## config.mk

```make
export PLATFORM = sky130hd
export DESIGN_NAME = sap_microsequencer_flat
export DESIGN_NICKNAME = d
export VERILOG_FILES = /design/src/rtl/sap_microsequencer_if.sv /design/src/rtl/sap_microsequencer.sv /design/src/flat_wrapper.sv
export SDC_FILE = /design/constraint.sdc
export NUM_CORES = 1
export LEC_CHECK = 0
export BUFFER_PORTS_ARGS = -buffer_cell sky130_fd_sc_hd__buf_2
export CORE_AREA = 8 8 51 53
export DETAILED_ROUTE_END_ITERATION = 7
export DIE_AREA = 0 0 59 61
export PLACE_DENSITY = 0.89
export SYNTH_ARGS = -nofsm -noshare
export SYNTH_HDL_FRONTEND = slang
export SYNTH_SLANG_ARGS = --single-unit
```

## constraint.sdc

```tcl
create_clock -name clk -period 3.1 [get_ports clk]
set_input_delay 0.775 -clock clk [delete_from_list [all_inputs] [get_ports clk]]
set_output_delay 0.775 -clock clk [all_outputs]
set_load 0.05 [all_outputs]
```

## src/rtl/sap_microsequencer_if.sv

```systemverilog
// sap_microsequencer_if: bundles the sequencer's control-side signals.
//   advance   : stage-advance enable (hold high to run, pulse to single-step)
//   opcode    : instruction register opcode field (OPW bits)
//   zero_flag : ALU zero result, only consumed when JZ support is built in
//   ctrl      : 15-bit datapath control word
//   stage     : current state code (0-5 = T0-T5, 6 = RESET, 7 = HALT)
//   halted    : high while in HALT
//   fetch     : high while in T0
// master = the CPU side driving the sequencer, slave = the sequencer.
interface sap_microsequencer_if #(
    parameter int unsigned OPW = 4
);
    logic           advance;
    logic [OPW-1:0] opcode;
    logic           zero_flag;
    logic [14:0]    ctrl;
    logic [2:0]     stage;
    logic           halted;
    logic           fetch;

    modport master (
        output advance, opcode, zero_flag,
        input  ctrl, stage, halted, fetch
    );

    modport slave (
        input  advance, opcode, zero_flag,
        output ctrl, stage, halted, fetch
    );
endinterface

```

## src/rtl/sap_microsequencer.sv

```systemverilog
// sap_microsequencer: microcoded fetch/execute sequencer for the 8-bit SAP CPU.
// Steps RESET -> T0..T5 -> T0 (ending each instruction after its last
// micro-op) and parks in HALT after an HLT until reset.
// Ports:
//   clk   : clock; stage advances on posedge, ctrl is registered on negedge
//   rst_n : synchronous active-low reset
//   bus   : sap_microsequencer_if.slave (advance, opcode, zero_flag in;
//           ctrl, stage, halted, fetch out)
// Build option: define SEQ_JZ_EN to decode opcode 0x8 as JZ (jump when
// zero_flag is set); otherwise 0x8 executes as NOP.
module sap_microsequencer #(
    parameter int unsigned OPW       = 4,
    parameter logic [14:0] CTRL_IDLE = 15'h0FE3
) (
    input  logic                  clk,
    input  logic                  rst_n,
    sap_microsequencer_if.slave   bus
);

    // Control word bit positions
    localparam int unsigned CB_PC_INC         = 14;
    localparam int unsigned CB_PC_EN          = 13;
    localparam int unsigned CB_PC_LOAD        = 12;
    localparam int unsigned CB_MAR_ADDR_LOAD_N = 11;
    localparam int unsigned CB_RAM_EN_N       = 9;
    localparam int unsigned CB_RAM_LOAD_N     = 8;
    localparam int unsigned CB_IR_LOAD_N      = 7;
    localparam int unsigned CB_IR_EN_N        = 6;
    localparam int unsigned CB_REGA_LOAD_N    = 5;
    localparam int unsigned CB_REGA_EN        = 4;
    localparam int unsigned CB_ADDER_SUB      = 3;
    localparam int unsigned CB_REGB_EN        = 2;
    localparam int unsigned CB_REGB_LOAD_N    = 1;
    localparam int unsigned CB_OUT_LOAD_N     = 0;

    localparam logic [OPW-1:0] OP_HLT = OPW'(0);
    localparam logic [OPW-1:0] OP_ADD = OPW'(2);
    localparam logic [OPW-1:0] OP_SUB = OPW'(3);
    localparam logic [OPW-1:0] OP_LDA = OPW'(4);
    localparam logic [OPW-1:0] OP_OUT = OPW'(5);
    localparam logic [OPW-1:0] OP_STA = OPW'(6);
    localparam logic [OPW-1:0] OP_JMP = OPW'(7);
`ifdef SEQ_JZ_EN
    localparam logic [OPW-1:0] OP_JZ  = OPW'(8);
`endif

    typedef enum logic [2:0] {
        S_T0    = 3'd0,
        S_T1    = 3'd1,
        S_T2    = 3'd2,
        S_T3    = 3'd3,
        S_T4    = 3'd4,
        S_T5    = 3'd5,
        S_RESET = 3'd6,
        S_HALT  = 3'd7
    } state_e;

    state_e         state_q, state_d;
    logic [OPW-1:0] op_q, op_d;
    logic           halted_q, halted_d;
    logic           fetch_q, fetch_d;
    logic [14:0]    ctrl_q, ctrl_d;

    logic [OPW-1:0] opcode_in;
    logic           advance_in;
    logic           zero_in;
    logic           op_has_t4;
    logic           op_has_t5;

    assign opcode_in  = bus.opcode;
    assign advance_in = bus.advance;

`ifdef SEQ_JZ_EN
    assign zero_in = bus.zero_flag;
`else
    logic unused_zero_flag;
    assign unused_zero_flag = bus.zero_flag;
    assign zero_in          = 1'b0;
`endif

    // Instruction length from the latched opcode: memory ops run to T4, ALU ops to T5
    assign op_has_t5 = (op_q == OP_ADD) || (op_q == OP_SUB);
    assign op_has_t4 = op_has_t5 || (op_q == OP_LDA) || (op_q == OP_STA);

    // Next-state logic; opcode is captured on the T2->T3 edge only
    always_comb begin
        state_d = state_q;
        op_d    = op_q;
        case (state_q)
            S_RESET: if (advance_in) state_d = S_T0;
            S_T0:    if (advance_in) state_d = S_T1;
            S_T1:    if (advance_in) state_d = S_T2;
            S_T2: begin
                if (advance_in) begin
                    state_d = S_T3;
                    op_d    = opcode_in;
                end
            end
            S_T3: begin
                if (advance_in) begin
                    if (op_q == OP_HLT)  state_d = S_HALT;
                    else if (op_has_t4)  state_d = S_T4;
                    else                 state_d = S_T0;
                end
            end
            S_T4: begin
                if (advance_in) state_d = op_has_t5 ? S_T5 : S_T0;
            end
            S_T5:    if (advance_in) state_d = S_T0;
            S_HALT:  state_d = S_HALT;
            default: state_d = S_RESET;
        endcase
        halted_d = (state_d == S_HALT);
        fetch_d  = (state_d == S_T0);
    end

    // State register
    always_ff @(posedge clk) begin
        if (!rst_n) begin
            state_q  <= S_RESET;
            op_q     <= '0;
            halted_q <= 1'b0;
            fetch_q  <= 1'b0;
        end else begin
            state_q  <= state_d;
            op_q     <= op_d;
            halted_q <= halted_d;
            fetch_q  <= fetch_d;
        end
    end

    // Microcode decode: start from the idle word and flip only the active pins
    always_comb begin
        ctrl_d = CTRL_IDLE;
        case (state_q)
            S_T0: begin
                ctrl_d[CB_PC_EN]           = 1'b1;
                ctrl_d[CB_MAR_ADDR_LOAD_N] = 1'b0;
            end
            S_T1: begin
                ctrl_d[CB_PC_INC] = 1'b1;
            end
            S_T2: begin
                ctrl_d[CB_RAM_EN_N]  = 1'b0;
                ctrl_d[CB_IR_LOAD_N] = 1'b0;
            end
            S_T3: begin
                if (op_has_t4) begin
                    ctrl_d[CB_IR_EN_N]         = 1'b0;
                    ctrl_d[CB_MAR_ADDR_LOAD_N] = 1'b0;
                end else if (op_q == OP_OUT) begin
                    ctrl_d[CB_REGA_EN]    = 1'b1;
                    ctrl_d[CB_OUT_LOAD_N] = 1'b0;
                end else if (op_q == OP_JMP) begin
                    ctrl_d[CB_IR_EN_N]  = 1'b0;
                    ctrl_d[CB_PC_LOAD]  = 1'b1;
                end
`ifdef SEQ_JZ_EN
                else if ((op_q == OP_JZ) && zero_in) begin
                    ctrl_d[CB_IR_EN_N]  = 1'b0;
                    ctrl_d[CB_PC_LOAD]  = 1'b1;
                end
`endif
            end
            S_T4: begin
                if (op_q == OP_LDA) begin
                    ctrl_d[CB_RAM_EN_N]    = 1'b0;
                    ctrl_d[CB_REGA_LOAD_N] = 1'b0;
                end else if (op_has_t5) begin
                    ctrl_d[CB_RAM_EN_N]    = 1'b0;
                    ctrl_d[CB_REGB_LOAD_N] = 1'b0;
                    ctrl_d[CB_ADDER_SUB]   = (op_q == OP_SUB);
                end else if (op_q == OP_STA) begin
                    ctrl_d[CB_REGA_EN]    = 1'b1;
                    ctrl_d[CB_RAM_LOAD_N] = 1'b0;
                end
            end
            S_T5: begin
                if (op_has_t5) begin
                    ctrl_d[CB_REGB_EN]     = 1'b1;
                    ctrl_d[CB_REGA_LOAD_N] = 1'b0;
                    ctrl_d[CB_ADDER_SUB]   = (op_q == OP_SUB);
                end
            end
            default: ctrl_d = CTRL_IDLE;
        endcase
        // zero_in only matters for JZ; keep it referenced in every build
        if (zero_in && (state_q == S_HALT)) ctrl_d = CTRL_IDLE;
    end

    // Control word register on the falling edge so it is settled at the next posedge
    always_ff @(negedge clk) begin
        if (!rst_n) ctrl_q <= CTRL_IDLE;
        else        ctrl_q <= ctrl_d;
    end

    assign bus.ctrl   = ctrl_q;
    assign bus.stage  = 3'(state_q);
    assign bus.halted = halted_q;
    assign bus.fetch  = fetch_q;

endmodule

```

## src/flat_wrapper.sv

```systemverilog
// flat-port wrapper written by rule: the top's interface ports become plain ports
module sap_microsequencer_flat 
#(
    parameter int unsigned OPW       = 4,
    parameter logic [14:0] CTRL_IDLE = 15'h0FE3
)
  (clk, rst_n, bus_advance, bus_opcode, bus_zero_flag, bus_ctrl, bus_stage, bus_halted, bus_fetch);
  sap_microsequencer_if #(.OPW(OPW)) bus_i ();
  input  logic clk;
  input  logic rst_n;
  input wire logic [$bits(bus_i.advance)-1:0] bus_advance;
  input wire logic [$bits(bus_i.opcode)-1:0] bus_opcode;
  input wire logic [$bits(bus_i.zero_flag)-1:0] bus_zero_flag;
  output wire logic [$bits(bus_i.ctrl)-1:0] bus_ctrl;
  output wire logic [$bits(bus_i.stage)-1:0] bus_stage;
  output wire logic [$bits(bus_i.halted)-1:0] bus_halted;
  output wire logic [$bits(bus_i.fetch)-1:0] bus_fetch;
  assign bus_i.advance = bus_advance;
  assign bus_i.opcode = bus_opcode;
  assign bus_i.zero_flag = bus_zero_flag;
  assign bus_ctrl = bus_i.ctrl;
  assign bus_stage = bus_i.stage;
  assign bus_halted = bus_i.halted;
  assign bus_fetch = bus_i.fetch;
  sap_microsequencer #(.OPW(OPW), .CTRL_IDLE(CTRL_IDLE)) u_core (.clk(clk), .rst_n(rst_n), .bus(bus_i));
endmodule
```

==> results by group, run 1 <==
Logic synthesis
  • Synth Register Bits: 23
  • Mapped Area: 898 µm²
  • Prevailing post-synth register cell: dfxtp_1
  • Synth cell types: 34
  • EDFF count, synth: 0
  • Seq/Total Area, Yosys: 51.3%
  • Syn Inst Count: 92
  • Syn nets: 100
  • Synth Area per Inst: 9.76 µm²
  • Ys async rst share: 0%
  • Ys Warns: 0

Worst hold path
  • Hold Crit Start: u_core.op_q[2]$_SDFFE_PN0P_
  • Hold path cells: 2
  • Hold Crit Class: reg2reg
  • Hold Path Sink: u_core.op_q[2]$_SDFFE_PN0P_

Clock network
  • Max clock buf depth: 2
  • Later-pin clock latency in the skew report: 0.38 ns
  • CTS Root Cell: clkbuf_4
  • Hold-fix buffers, CTS: 0
  • Clk pin slew, worst setup/hold paths: 0.13 ns
  • Cts bufs inserted: 3
  • TritonCTS clock tree: yes
  • H-tree level count: 1
  • Clock sink count: 23

Worst setup path
  • CP required: 2.32 ns
  • Startpoint Class: flip-flop
  • Critical path's largest stage delay: 0.33 ns
  • Worst setup EP type: primary output
  • R2r startpoint: u_core.bus.stage[0]$_SDFF_PN0_
  • Worst setup path class: reg2out
  • WP buf/inv: 1
  • Worst r2r dst: u_core.bus.ctrl[4]$_SDFF_NN0_
  • R2R Setup Slk: 0.27 ns
  • Worst path slowest cell: dfxtp_2
  • Critical path origin: u_core.bus.ctrl[3]$_SDFF_NN0_
  • Data arrival time of the worst path: 2.40 ns
  • Crit Path Max Fanout: 1
  • Cells on worst reg2reg path: 5
  • Worst path cell trace: buf_8
  • Family with the most delay on the worst path: flip-flops

Floorplan
  • Die Height: 61 µm
  • Starting Density: 48.8%
  • Die area: 3600 µm²
  • Placeable Area: 1840 µm²
  • Site Rows: 16
  • I/O pin total: 28
  • Die W: 59 µm

Job
  • Max Cap Viol: 0

Detailed routing
  • Max Used Layer: met4
  • Via-to-Cell Ratio: 5.03
  • Drt total wl: 2.11 mm
  • Via count: 800
  • Wire length on met3: 105 µm
  • Met2 routed WL: 1.08 mm
  • M1 WL: 867 µm
  • Residual DRC count: 0
  • Routed Antenna Nets: 0
  • Routed wire per std cell: 13.3 µm
  • Drt pass-1 iters: 5
  • Initial DRC count: 19

Placed design
  • Post-Place Cells: 142
  • IO buf count: 25
  • Placer Congestion: 0.864
  • Placed instance area: 1040 µm²
  • Post-DP HPWL: 1.35 mm
  • Place WS: -0.00853 ns

GRT
  • Largest net degree at the start of global routing: 14
  • Vias in the first global route: 799
  • Global-route wire length before repair: 3.44 mm
  • Remaining global-route overflow: 0
  • GR Util All Layers: 12.4%
  • Initial antenna violation count: 0

Layout
  • Fraction of layout cells with a size suffix above 1: 39.4%
  • Footprint of the multi-input gates: 374 µm²
  • Post-layout util: 69.3%
  • Layout fillers: 140
  • Finished Layout Cells: 159
  • Register area: 479 µm²
  • Area Growth Syn to Fin: 42.1%
  • Post-route cell area: 1280 µm²
  • Number of diodes: 0
  • Final Net Count: 141

STA
  • Final Hold Violating Endpoints: 0
  • Setup violators final: 14
  • RSZ-0062 raised after global routing: true
  • Max Slew Vio Count: 0
  • Setup Skew: 0.0723 ns
  • Final WS setup: -0.0787 ns

Pwr
  • Combinational share of power: 16.0%
  • Switching power: 0.224 mW
  • Max VDD drop: 0.258 mV
  • Switching Share: 34.9%
  • Final Power: 0.641 mW
  • Pleak: 0.589 nW
  • Clock share of power: 33.5%
  • Power Internal: 0.417 mW
  • Pwr/cell area: 503 nW/µm²
  • Reg power frac: 50.5%

Run status
  • Outcome: finished, violations left
  • Failing checks: negative setup slack
## routing by layer
layer	GRT usage [%]	up-vias
met5	0	-
met4	8.19	0
met3	1.69	5
met2	24.3	33
met1	11.7	363
li1	-	399
## power groups by stage
stage | Combinational (mW) | Clock [mW] | Sequential (mW)
after floorplan | 0.0535 | 0.0297 | 0.350
after global placement | 0.0930 | 0.0297 | 0.327
after detailed placement | 0.0955 | 0.0297 | 0.327
after CTS | 0.102 | 0.208 | 0.323
after global routing | 0.110 | 0.252 | 0.325
final | 0.102 | 0.215 | 0.324
## layout make-up
class | instances | share of cell area, %
clock inverter | 15 | 4.71
sequential | 23 | 37.5
inverter | 3 | 0.882
clock buffer | 3 | 1.76
multi-input combinational | 59 | 29.3
tap | 27 | 2.65
timing repair buffer | 29 | 23.1
## placed cells by master, fill, tap and decap left out, types with 2 or more instances in the layout
| cell | count |
|---|---|
| buf_4 | 4 |
| dfxtp_2 | 15 |
| clkbuf_4 | 3 |
| nand2b_1 | 3 |
| buf_8 | 14 |
| inv_1 | 17 |
| nand2_1 | 8 |
| nor4_1 | 2 |
| buf_2 | 11 |
| a21oi_1 | 3 |
| nand3_1 | 2 |
| o21ai_0 | 5 |
| and4_1 | 2 |
| mux2i_1 | 4 |
| and3_1 | 2 |
| nor2_1 | 4 |
| nor3_1 | 3 |
| nor2b_1 | 6 |
| dfxtp_1 | 8 |
## state kept, by name (all words and copies together), names as in the netlist
register and count:
u_core.bus.fetch 1, u_core.op_q 4, u_core.bus.halted 1, u_core.bus.ctrl 14
u_core.bus.stage 3
## how the worst max path moves through the flow
stage,endpoint,slack [ns],cells past startpoint
2_1_floorplan,u_core.bus.ctrl[0]$_SDFF_NP1_,0.07,3
6_report,bus_ctrl[3],-0.08,1
4_1_cts,bus_ctrl[0],-0.07,1
5_1_grt,bus_ctrl[3],-0.13,1
3_3_place_gp,u_core.bus.ctrl[0]$_SDFF_NP1_,0.01,5
3_5_place_dp,u_core.bus.ctrl[4]$_SDFF_NN0_,-0.009,6
## repair_timing
action                                  in CTS  in global routing
buffers inserted                             0                  0
endpoints found under the setup margin      14                 14
resized for setup                           55                  1
cloned                                       0                  0
## per-stage QoR
step | hold slack (ns) | TNS, ns
6_report | 0.596 | -0.905
3_3_place_gp | 0.564 | 0
2_1_floorplan | 0.536 | 0
5_1_grt | 0.635 | -1.49
4_1_cts | 0.595 | -0.834
3_5_place_dp | 0.576 | -0.0103
## Yosys cell counts (2+ instances only)
cell,instances,share of area [%]
dfxtp_1,23,51
nand2_1,8,3.3
nor2b_1,6,4.2
o21ai_0,5,2.8
inv_1,4,1.7
mux2i_1,4,4.5
nor2_1,4,1.7
a21oi_1,3,1.7
nand2b_1,3,2.1
nor3_1,3,1.7
and3_1,2,1.4
and4_1,2,2.0
buf_4,2,1.7
nand3_1,2,1.1
nor4_1,2,1.4
## logic make-up (layout without fill, tap and decap cells)
logic type,after synthesis,in the layout,synth area share [%]
other,1,1,0.417
and+or+nand+nor,40,40,26.7
muxes,4,4,4.46
buffers and inverters,10,50,7.10
AOI/OAI and AO/OA,14,14,10.0
DFF,23,23,51.3
Power figures use the tool's default switching activity.
==> run 2, diff against run 1 <==
--- a/config.mk
+++ b/config.mk
@@ -5,7 +5,7 @@
 export SDC_FILE = /design/constraint.sdc
 export NUM_CORES = 1
 export LEC_CHECK = 0
-export BUFFER_PORTS_ARGS = -buffer_cell sky130_fd_sc_hd__buf_2
+export BUFFER_PORTS_ARGS = -buffer_cell sky130_fd_sc_hd__clkbuf_2
 export CORE_AREA = 8 8 51 53
 export DETAILED_ROUTE_END_ITERATION = 7
 export DIE_AREA = 0 0 59 61
==> run 2 against run 1 <==
Against the previous run:
- the run still ends with negative setup slack left
- total power rose by 5.6%
- global-route usage rose by 2.6 points
- critical path depth did not move
- die area stayed put
- sequential share of layout area fell by 2.0 points
- clock power grew 13%
- cell count unchanged
- largest power group unchanged
==> results by group, run 2 (synthesis results as in run 1) <==
Layout
  • Most common cell after layout, fill and taps aside: inv_1
  • Fraction of layout cells with a size suffix above 1: 39.4%
  • Area Growth Syn to Fin: 49.9%
  • Number of diodes: 0
  • Final Net Count: 141
  • Number of flip-flops in the largest register: 14
  • Most frequent cells in the layout: 17 x inv_1, 15 x dfxtp_2, 11 x clkbuf_2

Worst setup path
  • Data arrival time of the worst path: 2.49 ns
  • Worst setup path class: reg2out
  • CP required: 2.32 ns
  • Worst setup EP type: primary output
  • Worst path slowest cell: dfxtp_2
  • Family with the most delay on the worst path: flip-flops
  • Crit Path Max Fanout: 1
  • Startpoint Class: flip-flop
  • Critical path's largest stage delay: 0.36 ns
  • WP buf/inv: 1
  • Worst path cell trace: clkbuf_16

Worst hold path
  • Hold Crit Class: reg2reg

STA
  • Max Slew Vio Count: 0
  • Final WS setup: -0.167 ns
  • RSZ-0062 raised after global routing: true
  • Setup Skew: 0.0955 ns
  • Setup violators final: 14
  • Final Hold Violating Endpoints: 0
  • Hold WS: 0.605 ns

GRT
  • Initial antenna violation count: 0
  • Largest net degree at the start of global routing: 14
  • Global-route wire length before repair: 4.07 mm
  • Remaining global-route overflow: 0
  • GR Util All Layers: 15.0%
  • Vias in the first global route: 833

Pwr
  • Final Power: 0.677 mW
  • Max VDD drop: 0.291 mV
  • Pleak: 0.625 nW
  • Pwr/cell area: 503 nW/µm²

Clock network
  • Later-pin clock latency in the skew report: 0.42 ns
  • H-tree level count: 1
  • Clock sink count: 23
  • Clk pin slew, worst setup/hold paths: 0.14 ns
  • Post-CTS Setup Bufs: 0
  • CTS Root Cell: clkbuf_4
  • Max clock buf depth: 2
  • TritonCTS clock tree: yes
  • Cts bufs inserted: 3

Detailed routing
  • Via-to-Cell Ratio: 5.26
  • Routed Antenna Nets: 0
  • Drt pass-1 iters: 4
  • Initial DRC count: 49
  • Via count: 837
  • Residual DRC count: 0
  • Drt total wl: 2.73 mm
  • Routed wire per std cell: 17.2 µm

Run status
  • Failing checks: negative setup slack
  • Outcome: finished, violations left

Placed design
  • Post-DP HPWL: 1.40 mm
  • IO buf count: 25
  • Placer Congestion: 0.870

Floorplan
  • Die area: 3600 µm²
  • Placeable Area: 1840 µm²
  • I/O pin total: 28
  • Starting Density: 48.8%
  • Die W: 59 µm
  • Die Height: 61 µm
  • Site Rows: 16

Job
  • Max Cap Viol: 0
## run 2: cell types whose count changed in the layout (fill, tap and decap cells not counted), sizes merged
cell,change
buf,-18
clkbuf,+18
## run 2: per-stage QoR
| stage | area (µm²) | utilization (%) | setup WS (ns) | cells | TNS, ns |
|---|---|---|---|---|---|
| final | 1350 | 73.1 | -0.167 | 159 | -1.49 |
| after global routing | 1350 | 73.1 | -0.185 | 159 | -1.85 |
| after CTS | 1330 | 72.3 | -0.100 | 159 | -1.19 |
| after detailed placement | 1040 | 56.5 | 0.000826 | 142 | 0 |
| after global placement | 1040 | 56.5 | 0.0124 | 142 | 0 |
| after floorplan | 900 | - | 0.0669 | 92 | 0 |
## run 2: per-layer routing
| metal | vias up | global-route usage (%) | wire, µm |
|---|---|---|---|
| li1 | 401 | - | - |
| met1 | 366 | 15.8 | 995 |
| met2 | 59 | 26.3 | 1380 |
| met3 | 11 | 2.75 | 234 |
| met4 | 0 | 10.9 | 125 |
| met5 | - | 0 | 0 |
## run 2: layout make-up
| class | instances | area [µm²] |
|---|---|---|
| clock buffer | 3 | 22.5 |
| clock inverter | 15 | 60.1 |
| fill | 117 | 495 |
| inverter | 3 | 11.3 |
| multi-input combinational | 59 | 374 |
| sequential | 23 | 479 |
| tap | 27 | 33.8 |
| timing repair buffer | 29 | 365 |
## run 2: worst register-to-register path: stages, from the launching register on
cell	delay, ns
dfxtp_1	0.45
nand2b_1	0.31
o21ai_0	0.18
and3_1	0.21
o21ai_0	0.15
## run 2: power breakdown
group	internal (mW)	switching, mW
logic	0.0392	0.0694
registers	0.307	0.0172
clock network	0.0731	0.171
total	0.420	0.258
## run 2: path summary, 6_finish.rpt
| check | endpoint | cells past startpoint | slack (ns) | startpoint |
|---|---|---|---|---|
| max | bus_ctrl[0] | 1 | -0.17 | u_core.bus.ctrl[0]$_SDFF_NP1_ |
| min | u_core.op_q[2]$_SDFFE_PN0P_ | 2 | 0.60 | u_core.op_q[2]$_SDFFE_PN0P_ |
| max reg2reg | u_core.bus.ctrl[9]$_SDFF_NN1_ | 4 | 0.22 | u_core.op_q[2]$_SDFFE_PN0P_ |
| min reg2reg | u_core.op_q[2]$_SDFFE_PN0P_ | 2 | 0.60 | u_core.op_q[2]$_SDFFE_PN0P_ |
## run 2: repair_timing
item	in CTS	in global routing
resized for setup	44	12
setup endpoints to repair	14	14
hold buffers	0	0
==> run 3, diff against run 2 <==
--- a/config.mk
+++ b/config.mk
@@ -6,10 +6,11 @@
 export NUM_CORES = 1
 export LEC_CHECK = 0
 export BUFFER_PORTS_ARGS = -buffer_cell sky130_fd_sc_hd__clkbuf_2
-export CORE_AREA = 8 8 51 53
+export CORE_AREA = 8 8 54 56
+export CTS_BUF_LIST = sky130_fd_sc_hd__clkbuf_2 sky130_fd_sc_hd__clkbuf_4 sky130_fd_sc_hd__clkbuf_8
 export DETAILED_ROUTE_END_ITERATION = 7
-export DIE_AREA = 0 0 59 61
-export PLACE_DENSITY = 0.89
+export DIE_AREA = 0 0 62 64
+export PLACE_DENSITY = 0.81
 export SYNTH_ARGS = -nofsm -noshare
 export SYNTH_HDL_FRONTEND = slang
 export SYNTH_SLANG_ARGS = --single-unit
==> run 3 against run 2 <==
Against the previous run:
- the flow still finishes with violations (negative setup slack)
- cell count is the same
- final area shrank 0.74%
- critical path depth is the same
- sequential share of layout area grew 0.27 points
- via count shrank 3.7%
- combinational power shrank 5%
- clock skew shrank 0.0093 ns
- total power shrank 0.91%
- critical endpoint is now bus_ctrl[6]
- highest routed layer unchanged
==> results by group, run 3 (synthesis results as in run 1) <==
Run status
  • Outcome: finished, violations left
  • Failing checks: negative setup slack

Worst setup path
  • Startpoint Class: flip-flop
  • Family with the most delay on the worst path: flip-flops
  • Data arrival time of the worst path: 2.43 ns
  • Worst path slowest cell: dfxtp_2
  • Worst setup EP type: primary output
  • R2r startpoint: u_core.op_q[2]$_SDFFE_PN0P_
  • WP buf/inv: 1
  • R2R Setup Slk: 0.31 ns
  • Worst path cell trace: buf_8
  • Crit Path Max Fanout: 1
  • Critical path's largest stage delay: 0.35 ns
  • Cells on worst reg2reg path: 4
  • CP required: 2.32 ns
  • Worst setup path class: reg2out
  • Worst r2r dst: u_core.bus.ctrl[9]$_SDFF_NN1_

Worst hold path
  • Hold path cells: 2
  • Hold Crit Class: reg2reg
  • Hold Crit Start: u_core.op_q[0]$_SDFFE_PN0P_
  • Hold Path Sink: u_core.op_q[0]$_SDFFE_PN0P_

Layout
  • Final Net Count: 140
  • Number of diodes: 0
  • Register area: 479 µm²
  • Area Growth Syn to Fin: 48.7%
  • Most frequent cells in the layout: 17 x inv_1, 15 x dfxtp_2, 11 x clkbuf_2
  • Most common cell after layout, fill and taps aside: inv_1
  • Post-layout util: 63.5%
  • Layout fillers: 149
  • Fraction of layout cells with a size suffix above 1: 38.9%
  • Number of flip-flops in the largest register: 14
  • Post-route cell area: 1340 µm²
  • Footprint of the multi-input gates: 374 µm²

Pwr
  • Power Internal: 0.441 mW
  • Max VDD drop: 0.271 mV
  • Reg power frac: 48.3%
  • Combinational share of power: 15.5%
  • Pleak: 0.621 nW
  • Pwr/cell area: 502 nW/µm²
  • Switching power: 0.230 mW
  • Clock share of power: 36.2%
  • Final Power: 0.671 mW
  • Switching Share: 34.3%

Detailed routing
  • Routed wire per std cell: 14.1 µm
  • Routed Antenna Nets: 0
  • Drt pass-1 iters: 5
  • Via-to-Cell Ratio: 5.07
  • Initial DRC count: 22
  • Drt total wl: 2.25 mm
  • Residual DRC count: 0
  • Via count: 806

Clock network
  • Cts bufs inserted: 3
  • Clk pin slew, worst setup/hold paths: 0.13 ns
  • PostCTS Resize Cnt: 46
  • Hold-fix buffers, CTS: 0
  • TritonCTS clock tree: yes
  • CTS Root Cell: clkbuf_4
  • Clock sink count: 23
  • Max clock buf depth: 2
  • H-tree level count: 1
  • Later-pin clock latency in the skew report: 0.39 ns
  • Post-CTS Setup Bufs: 0

Placed design
  • Placed instance area: 1030 µm²
  • IO buf count: 25
  • Placer Congestion: 0.861

STA
  • Final Hold Violating Endpoints: 0
  • Hold WS: 0.615 ns
  • Max Slew Vio Count: 0
  • Setup Skew: 0.0863 ns
  • Setup violators final: 14
  • Final WS setup: -0.102 ns
  • RSZ-0062 raised after global routing: true

Floorplan
  • Starting Density: 42.7%
  • Die Height: 64 µm
  • Die W: 62 µm
  • Die area: 3970 µm²
  • Site Rows: 17
  • I/O pin total: 28
  • Placeable Area: 2110 µm²

Job
  • Max Cap Viol: 0

GRT
  • Initial antenna violation count: 0
  • Global-route wire length before repair: 3.53 mm
  • Largest net degree at the start of global routing: 13
  • Vias in the first global route: 767
  • GR Util All Layers: 11.5%
  • Remaining global-route overflow: 0
## run 3: worst max-delay path by stage
stage | endpoint | cells after the start | from | slack [ns]
2_1_floorplan | u_core.bus.ctrl[0]$_SDFF_NP1_ | 3 | u_core.bus.stage[0]$_SDFF_PN0_ | 0.07
3_3_place_gp | u_core.bus.ctrl[0]$_SDFF_NP1_ | 5 | rst_n | -0.02
3_5_place_dp | u_core.bus.ctrl[0]$_SDFF_NP1_ | 5 | rst_n | -0.04
4_1_cts | bus_ctrl[2] | 1 | u_core.bus.ctrl[2]$_SDFF_NN0_ | -0.09
5_1_grt | bus_ctrl[5] | 1 | u_core.bus.ctrl[5]$_SDFF_NN1_ | -0.15
6_report | bus_ctrl[6] | 1 | u_core.bus.ctrl[6]$_SDFF_NN1_ | -0.10
## run 3: area by class of cell
class / instances / share of cell area, %
Inverter: 3 / 0.843
Sequential cell: 23 / 35.9
Clock inverter: 14 / 3.93
Timing Repair Buffer: 28 / 26.0
Multi-Input combinational cell: 59 / 28.0
Tap cell: 28 / 2.62
Clock buffer: 4 / 2.72
## run 3: through the flow
step	TNS (ns)	std cells	worst slack, ns
4_1_cts	-1.03	159	-0.0888
5_1_grt	-1.69	159	-0.153
3_5_place_dp	-0.0980	142	-0.0371
3_3_place_gp	-0.0286	142	-0.0157
2_1_floorplan	0	92	0.0669
6_report	-1.05	159	-0.102
## run 3: layer usage
layer	vias up	GRT usage, %	wire length (µm)
met5	-	0	0
met4	0	6.84	58
met3	6	2.00	204
met2	41	18.0	1120
met1	365	14.1	861
li1	394	-	-
## run 3: power by group through the flow
| stage | Sequential (mW) | Combinational (mW) | Clock (mW) |
|---|---|---|---|
| 6_report | 0.324 | 0.104 | 0.243 |
| 5_1_grt | 0.326 | 0.111 | 0.281 |
| 4_1_cts | 0.323 | 0.103 | 0.228 |
| 3_5_place_dp | 0.328 | 0.0948 | 0.0297 |
| 3_3_place_gp | 0.327 | 0.0921 | 0.0297 |
| 2_1_floorplan | 0.350 | 0.0535 | 0.0297 |
